<file path="src/rtl/sipo_pkg.sv">
`default_nettype none
// ---------------------------------------------------------------------------
// sipo_pkg : shared constants and helpers for the SIPO receiver  | rev 1.0
// ---------------------------------------------------------------------------
package sipo_pkg;

  localparam int SIPO_WIDTH_DEFAULT = 4;

  function automatic int bit_count_w(input int width);
    return $clog2(width);
  endfunction

endpackage
`default_nettype wire

</file>
<file path="src/rtl/sipo_register_if.sv">
`default_nettype none
// ---------------------------------------------------------------------------
// sipo_register_if : serial input strobe + valid/ready word output  | rev 1.0
// ---------------------------------------------------------------------------
interface sipo_register_if
  import sipo_pkg::*;
#(
  parameter int WIDTH = SIPO_WIDTH_DEFAULT
) ();

  logic             serial_in;
  logic             shift;
  logic             clear;
  logic [WIDTH-1:0] parallel_out;
  logic             out_valid;
  logic             out_ready;
  logic             overrun;

  modport master (
    output serial_in, shift, clear, out_ready,
    input  parallel_out, out_valid, overrun
  );

  modport slave (
    input  serial_in, shift, clear, out_ready,
    output parallel_out, out_valid, overrun
  );

endinterface
`default_nettype wire

</file>
<file path="src/rtl/sipo_shift_core.sv">
`default_nettype none
// ---------------------------------------------------------------------------
// sipo_shift_core : bit assembly, bit counter and frame realign  | rev 1.0
// ---------------------------------------------------------------------------
module sipo_shift_core
  import sipo_pkg::*;
#(
  parameter int WIDTH     = SIPO_WIDTH_DEFAULT,
  parameter bit MSB_FIRST = 1'b1
) (
  input  wire logic             clock,
  input  wire logic             reset,
  input  wire logic             serial_in_i,
  input  wire logic             shift_i,
  input  wire logic             clear_i,
  output logic                  word_done_o,
  output logic [WIDTH-1:0]      word_o
);

  localparam int            CW   = bit_count_w(WIDTH);
  localparam logic [CW-1:0] LAST = CW'(WIDTH - 1);

  logic [WIDTH-1:0] sreg_q, sreg_d;
  logic [CW-1:0]    cnt_q, cnt_d;
  logic [WIDTH-1:0] shifted;

  if (MSB_FIRST) begin : g_msb_first
    assign shifted = {sreg_q[WIDTH-2:0], serial_in_i};
  end else begin : g_lsb_first
    assign shifted = {serial_in_i, sreg_q[WIDTH-1:1]};
  end

  // The completing word includes the bit arriving on this edge.
  assign word_o = shifted;

  always_comb begin
    sreg_d      = sreg_q;
    cnt_d       = cnt_q;
    word_done_o = 1'b0;
    if (clear_i) begin
      sreg_d = '0;
      cnt_d  = '0;
    end else if (shift_i) begin
      sreg_d = shifted;
      if (cnt_q == LAST) begin
        cnt_d       = '0;
        word_done_o = 1'b1;
      end else begin
        cnt_d = cnt_q + CW'(1);
      end
    end
  end

  always_ff @(posedge clock) begin
    if (reset) begin
      sreg_q <= '0;
      cnt_q  <= '0;
    end else begin
      sreg_q <= sreg_d;
      cnt_q  <= cnt_d;
    end
  end

endmodule
`default_nettype wire

</file>
<file path="src/rtl/sipo_register.sv">
`default_nettype none
// ---------------------------------------------------------------------------
// sipo_register : SIPO receiver with holding register and overrun flag | rev 1.0
// ---------------------------------------------------------------------------
module sipo_register
  import sipo_pkg::*;
#(
  parameter int WIDTH     = SIPO_WIDTH_DEFAULT,
  parameter bit MSB_FIRST = 1'b1
) (
  input  wire logic       clock,
  input  wire logic       reset,
  sipo_register_if.slave  bus
);

  logic             word_done;
  logic [WIDTH-1:0] word;

  logic [WIDTH-1:0] hold_q, hold_d;
  logic             valid_q, valid_d;
  logic             overrun_q, overrun_d;
  logic             consume;

  sipo_shift_core #(
    .WIDTH     (WIDTH),
    .MSB_FIRST (MSB_FIRST)
  ) u_core (
    .clock       (clock),
    .reset       (reset),
    .serial_in_i (bus.serial_in),
    .shift_i     (bus.shift),
    .clear_i     (bus.clear),
    .word_done_o (word_done),
    .word_o      (word)
  );

  assign consume = valid_q && bus.out_ready;

  // A consume on the completing edge frees the slot for the new word.
  always_comb begin
    hold_d    = hold_q;
    valid_d   = valid_q;
    overrun_d = 1'b0;
    if (consume) begin
      valid_d = 1'b0;
    end
    if (word_done) begin
      if (!valid_q || consume) begin
        hold_d  = word;
        valid_d = 1'b1;
      end else begin
        overrun_d = 1'b1;
      end
    end
  end

  always_ff @(posedge clock) begin
    if (reset) begin
      hold_q    <= '0;
      valid_q   <= 1'b0;
      overrun_q <= 1'b0;
    end else begin
      hold_q    <= hold_d;
      valid_q   <= valid_d;
      overrun_q <= overrun_d;
    end
  end

  assign bus.parallel_out = hold_q;
  assign bus.out_valid    = valid_q;
  assign bus.overrun      = overrun_q;

endmodule
`default_nettype wire

</file>
<file path="src/flat_wrapper.sv">
// flat-port wrapper written by rule: the top's interface ports become plain ports
module sipo_register_flat import sipo_pkg::*;
#(
  parameter int WIDTH     = SIPO_WIDTH_DEFAULT,
  parameter bit MSB_FIRST = 1'b1
)
  (clock, reset, bus_serial_in, bus_shift, bus_clear, bus_out_ready, bus_parallel_out, bus_out_valid, bus_overrun);
  sipo_register_if #(.WIDTH(WIDTH)) bus_i ();
  input  wire logic clock;
  input  wire logic reset;
  input wire logic [$bits(bus_i.serial_in)-1:0] bus_serial_in;
  input wire logic [$bits(bus_i.shift)-1:0] bus_shift;
  input wire logic [$bits(bus_i.clear)-1:0] bus_clear;
  input wire logic [$bits(bus_i.out_ready)-1:0] bus_out_ready;
  output wire logic [$bits(bus_i.parallel_out)-1:0] bus_parallel_out;
  output wire logic [$bits(bus_i.out_valid)-1:0] bus_out_valid;
  output wire logic [$bits(bus_i.overrun)-1:0] bus_overrun;
  assign bus_i.serial_in = bus_serial_in;
  assign bus_i.shift = bus_shift;
  assign bus_i.clear = bus_clear;
  assign bus_i.out_ready = bus_out_ready;
  assign bus_parallel_out = bus_i.parallel_out;
  assign bus_out_valid = bus_i.out_valid;
  assign bus_overrun = bus_i.overrun;
  sipo_register #(.WIDTH(WIDTH), .MSB_FIRST(MSB_FIRST)) u_core (.clock(clock), .reset(reset), .bus(bus_i));
endmodule
</file>
<file path="config.mk">
export PLATFORM = sky130hd
export DESIGN_NAME = sipo_register_flat
export DESIGN_NICKNAME = d
export VERILOG_FILES = /design/src/rtl/sipo_pkg.sv /design/src/rtl/sipo_register_if.sv /design/src/rtl/sipo_shift_core.sv /design/src/rtl/sipo_register.sv /design/src/flat_wrapper.sv
export SDC_FILE = /design/constraint.sdc
export NUM_CORES = 1
export LEC_CHECK = 0
export CAP_MARGIN = 20
export CORE_MARGIN = 5
export CORE_UTILIZATION = 25
export CTS_BUF_LIST = sky130_fd_sc_hd__clkbuf_8
export DETAILED_ROUTE_END_ITERATION = 16
export PLACE_DENSITY = 0.48
export SETUP_SLACK_MARGIN = 0.3
export SYNTH_ARGS = -nofsm -noshare
export SYNTH_HDL_FRONTEND = slang
export SYNTH_SLANG_ARGS = --single-unit
export TNS_END_PERCENT = 20
</file>
<file path="constraint.sdc">
create_clock -name clock -period 2.4 [get_ports clock]
set_input_delay 0.48 -clock clock [delete_from_list [all_inputs] [get_ports clock]]
set_output_delay 0.48 -clock clock [all_outputs]
set_load 0.01 [all_outputs]
</file>
==> reports/qor.yml <==
critical_path:
  largest_incremental_delay_on_the_critical_path_ns: 0.69
  critical_path.endpoint_type: "flop"
  critPathLaunchType: "input port"
  critical-path-top-delay-family: "buffers and inverters"
  crit_slowest_cell: "sky130_fd_sc_hd__clkdlybuf4s50_1"
  worstReg2RegEnd: "u_core.bus.parallel_out[0]"
  setup.worst_path.class: "input port to flop"
  crit-reg2reg-launch: "u_core.u_core.cnt_q[0]"
  worstPathCellList: "clkdlybuf4s50_1 > nand3b_4 > nor2b_2 > mux2i_1"
  timing.critical_path.required_ns: 2.57
  endpoint_arrival_time_on_the_critical_path_ns: 1.80
  setup.reg_to_reg.worst_slack_ns: 1.17
  cp_max_fo: 7
  r2r_cells: 4
  timing.critical_path.buf_inv: 1
floorplan:
  number_of_ports_placed_on_the_die_boundary: 12
  num_rows: 15
  core_um2: 1760
  floorplan.die.width_um: 53.7
  floorplan.initialDensity: 0.271
  die_y_um: 53.7
  die_area_um2: 2890
finish:
  final_cell_mix: "11 x sky130_fd_sc_hd__clkdlybuf4s50_1, 11 x sky130_fd_sc_hd__dfxtp_1, 8 x sky130_fd_sc_hd__mux2i_1, 8 x sky130_fd_sc_hd__nand2b_1, 6 x sky130_fd_sc_hd__nor3_1"
  diode_count: 0
  finalInstanceArea_um2: 638
  layout.nets: 64
  final_cells: 81
  seqCellArea_um2: 220
  multi_input_area_um2: 228
  area.growth.synth_to_final_pct: 33.5
  fill_cells: 196
  drive_gt1_frac: 0.107
grt:
  grt_start_max_net_pins: 16
  antenna_found_initial: 0
  grt_remaining_overflow: 0
  first_global_vias: 330
  globalRouteTotalUtil: 0.0768
  grt_pass1_wl_um: 1440
synth:
  synthesized_area_fraction_occupied_by_xor_and_xnor_cells: 0
  synth.largest_area_cell: "sky130_fd_sc_hd__dfxtp_1"
  synth.top_cells.by_area: "sky130_fd_sc_hd__dfxtp_1 46%, sky130_fd_sc_hd__mux2i_1 17%, sky130_fd_sc_hd__nand2b_1 10%"
  combinational_family_with_the_most_area_after_synthesis: "simple AND/OR/NAND/NOR gates"
  yosysSeqAreaShare: 0.461
  synth.net_count: 51
  syn_area_um2: 478
  synth.ff_latch_count: 11
  synth.top_cell.area_share: 0.461
  synth_area_in_adders: 0.0262
  netlist_instances: 44
  synth.area.mux_share: 0.168
  post_synth_simple_gate_area: 0.262
  yosys_warnings: 0
  post_synth_num_cell_types: 13
  synth_compound_area_frac: 0.0209
  syn_area_per_cell_um2: 10.9
route:
  dr_total_vias: 340
  postRouteWirelength_um: 841
  met3WireLength_um: 65
  iteration_0_drc_count_of_the_detailed_router: 2
  wirelength_met1_um: 376
  route.detailed.vias_per_inst: 4.20
  top_layer: "met4"
  drc_errors: 0
  routed_wire_length_per_instance_um: 10.4
  antenna_violating_nets_post_route: 0
  first_pass_iters: 3
  wl_met2_um: 355
pwr:
  power_uw: 397
  vdd_ir_drop_max_v: 0.000242
  static-leakage-power_uw: 0.000247
  powerDensity_nw_per_um2: 622
timing:
  final_period_utilization: 0.678
  timing.final.max_slew_violations: 0
  rsz_0062_raised_after_global_routing: "no"
  maxSlewHeadroom: 0.708
  fin_skew_ns: 0.00259
  setup_total_negative_slack_ns: 0
  clock.fmax_mhz: 614
  worst_pin_slew_ns: 0.437
  fin_hold_viols: 0
  postLayoutSetupSlackWorst_ns: 0.772
  final_critical_path_required_period_ns: 1.63
  timing.final.setup_violations: 0
clock_tree:
  clkSlewWorstSetupHoldPaths_ns: 0.05
  post_cts.resized_instances: 0
  postCtsSetupBuffers: 0
  cts-root-buf: "sky130_fd_sc_hd__clkbuf_8"
  cts-htree-levels: 1
  cts_made_buffers: 3
  cts_tree: "yes"
  clkLatencyLatePin_ns: 0.24
  clkSinkCount: 11
  post_cts_hold_buffer_count: 0
  cts-root-to-sink-buffers: 2
run:
  max-cap-violations: 0
placed_design:
  place.detailed.instances: 77
  post-place-ws_ns: 0.524
  routabilityCongestion: 0.664
  numPortBuffers: 11
  detailed_place.area_um2: 593
  detailedPlacementHpwl_um: 594
worst_hold_path:
  hold_path.class: "flop to flop"
  holdCritStartpoint: "u_core.bus.out_valid"
  capture_endpoint_of_the_worst_hold_path: "u_core.bus.overrun"
  cell_depth_of_the_worst_min_delay_path: 2
status:
  status: "completed"
-- final cells by class --
type,count,share of cell area
clock inverter,1,0.00588
tap,25,0.0490
timing repair buffer,11,0.173
clock buffer,3,0.0647
inverter,1,0.00588
multi-input combinational,29,0.357
sequential,11,0.345
-- stage by stage --
stage           util  hold slack (ns)
2_1_floorplan      -            0.451
3_3_place_gp   0.336            0.470
3_5_place_dp   0.336            0.467
4_1_cts        0.362            0.473
5_1_grt        0.362            0.488
6_report       0.362            0.467
-- worst max-delay path by stage --
| stage | from | endpoint | slack [ns] | cells past startpoint |
|---|---|---|---|---|
| after floorplan | bus_shift | u_core.bus.parallel_out[0] | 1.27 | 5 |
| after global placement | bus_shift | u_core.bus.parallel_out[0] | 0.52 | 4 |
| after detailed placement | bus_shift | u_core.bus.parallel_out[0] | 0.52 | 4 |
| after CTS | bus_shift | u_core.bus.parallel_out[0] | 0.77 | 4 |
| after global routing | bus_shift | u_core.bus.parallel_out[3] | 0.66 | 4 |
| final | bus_shift | u_core.bus.parallel_out[0] | 0.77 | 4 |
-- cell usage after synthesis --
| cell | count |
|---|---|
| sky130_fd_sc_hd__ha_1 | 1 |
| sky130_fd_sc_hd__dfxtp_1 | 11 |
| sky130_fd_sc_hd__nand2b_2 | 1 |
| sky130_fd_sc_hd__nor3_1 | 6 |
| sky130_fd_sc_hd__mux2i_1 | 8 |
| sky130_fd_sc_hd__a21oi_1 | 2 |
| sky130_fd_sc_hd__inv_1 | 1 |
| sky130_fd_sc_hd__nand2b_1 | 8 |
| sky130_fd_sc_hd__nor3b_1 | 1 |
| sky130_fd_sc_hd__nor2b_2 | 1 |
| sky130_fd_sc_hd__buf_6 | 2 |
| sky130_fd_sc_hd__clkbuf_1 | 1 |
| sky130_fd_sc_hd__nand3b_4 | 1 |
-- routing by layer --
| metal | up-vias | track usage |
|---|---|---|
| met1 | 153 | 0.0811 |
| li1 | 171 | - |
| met2 | 11 | 0.103 |
| met3 | 5 | 0.0277 |
| met5 | - | 0 |
| met4 | 0 | 0.102 |
-- registers in the layout (all words and copies together), names as in the netlist --
register / count
u_core.bus.parallel_out: 4
u_core.bus.out_valid: 1
u_core.u_core.sreg_q: 3
u_core.bus.overrun: 1
u_core.u_core.cnt_q: 2
-- where the power goes --
part	switching (uW)	internal (uW)	total, uW
registers	1.17	185	186
clock network	73.6	113	186
logic	10.2	14.5	24.7
-- kinds of logic (layout without fill, tap and decap cells) --
logic type      after synthesis  after routing
compound gates                2              2
fa+ha+maj                     1              1
buf+inv                       4             16
flops                        11             11
mux                           8              8
simple gates                 18             18
-- worst reg2reg max path, stage by stage (launching register included) --
cell	delay [ns]
sky130_fd_sc_hd__dfxtp_1	0.34
sky130_fd_sc_hd__ha_1	0.22
sky130_fd_sc_hd__nand3b_4	0.10
sky130_fd_sc_hd__nor2b_2	0.28
sky130_fd_sc_hd__mux2i_1	0.22
No activity file was read; power rests on OpenSTA's default activity.
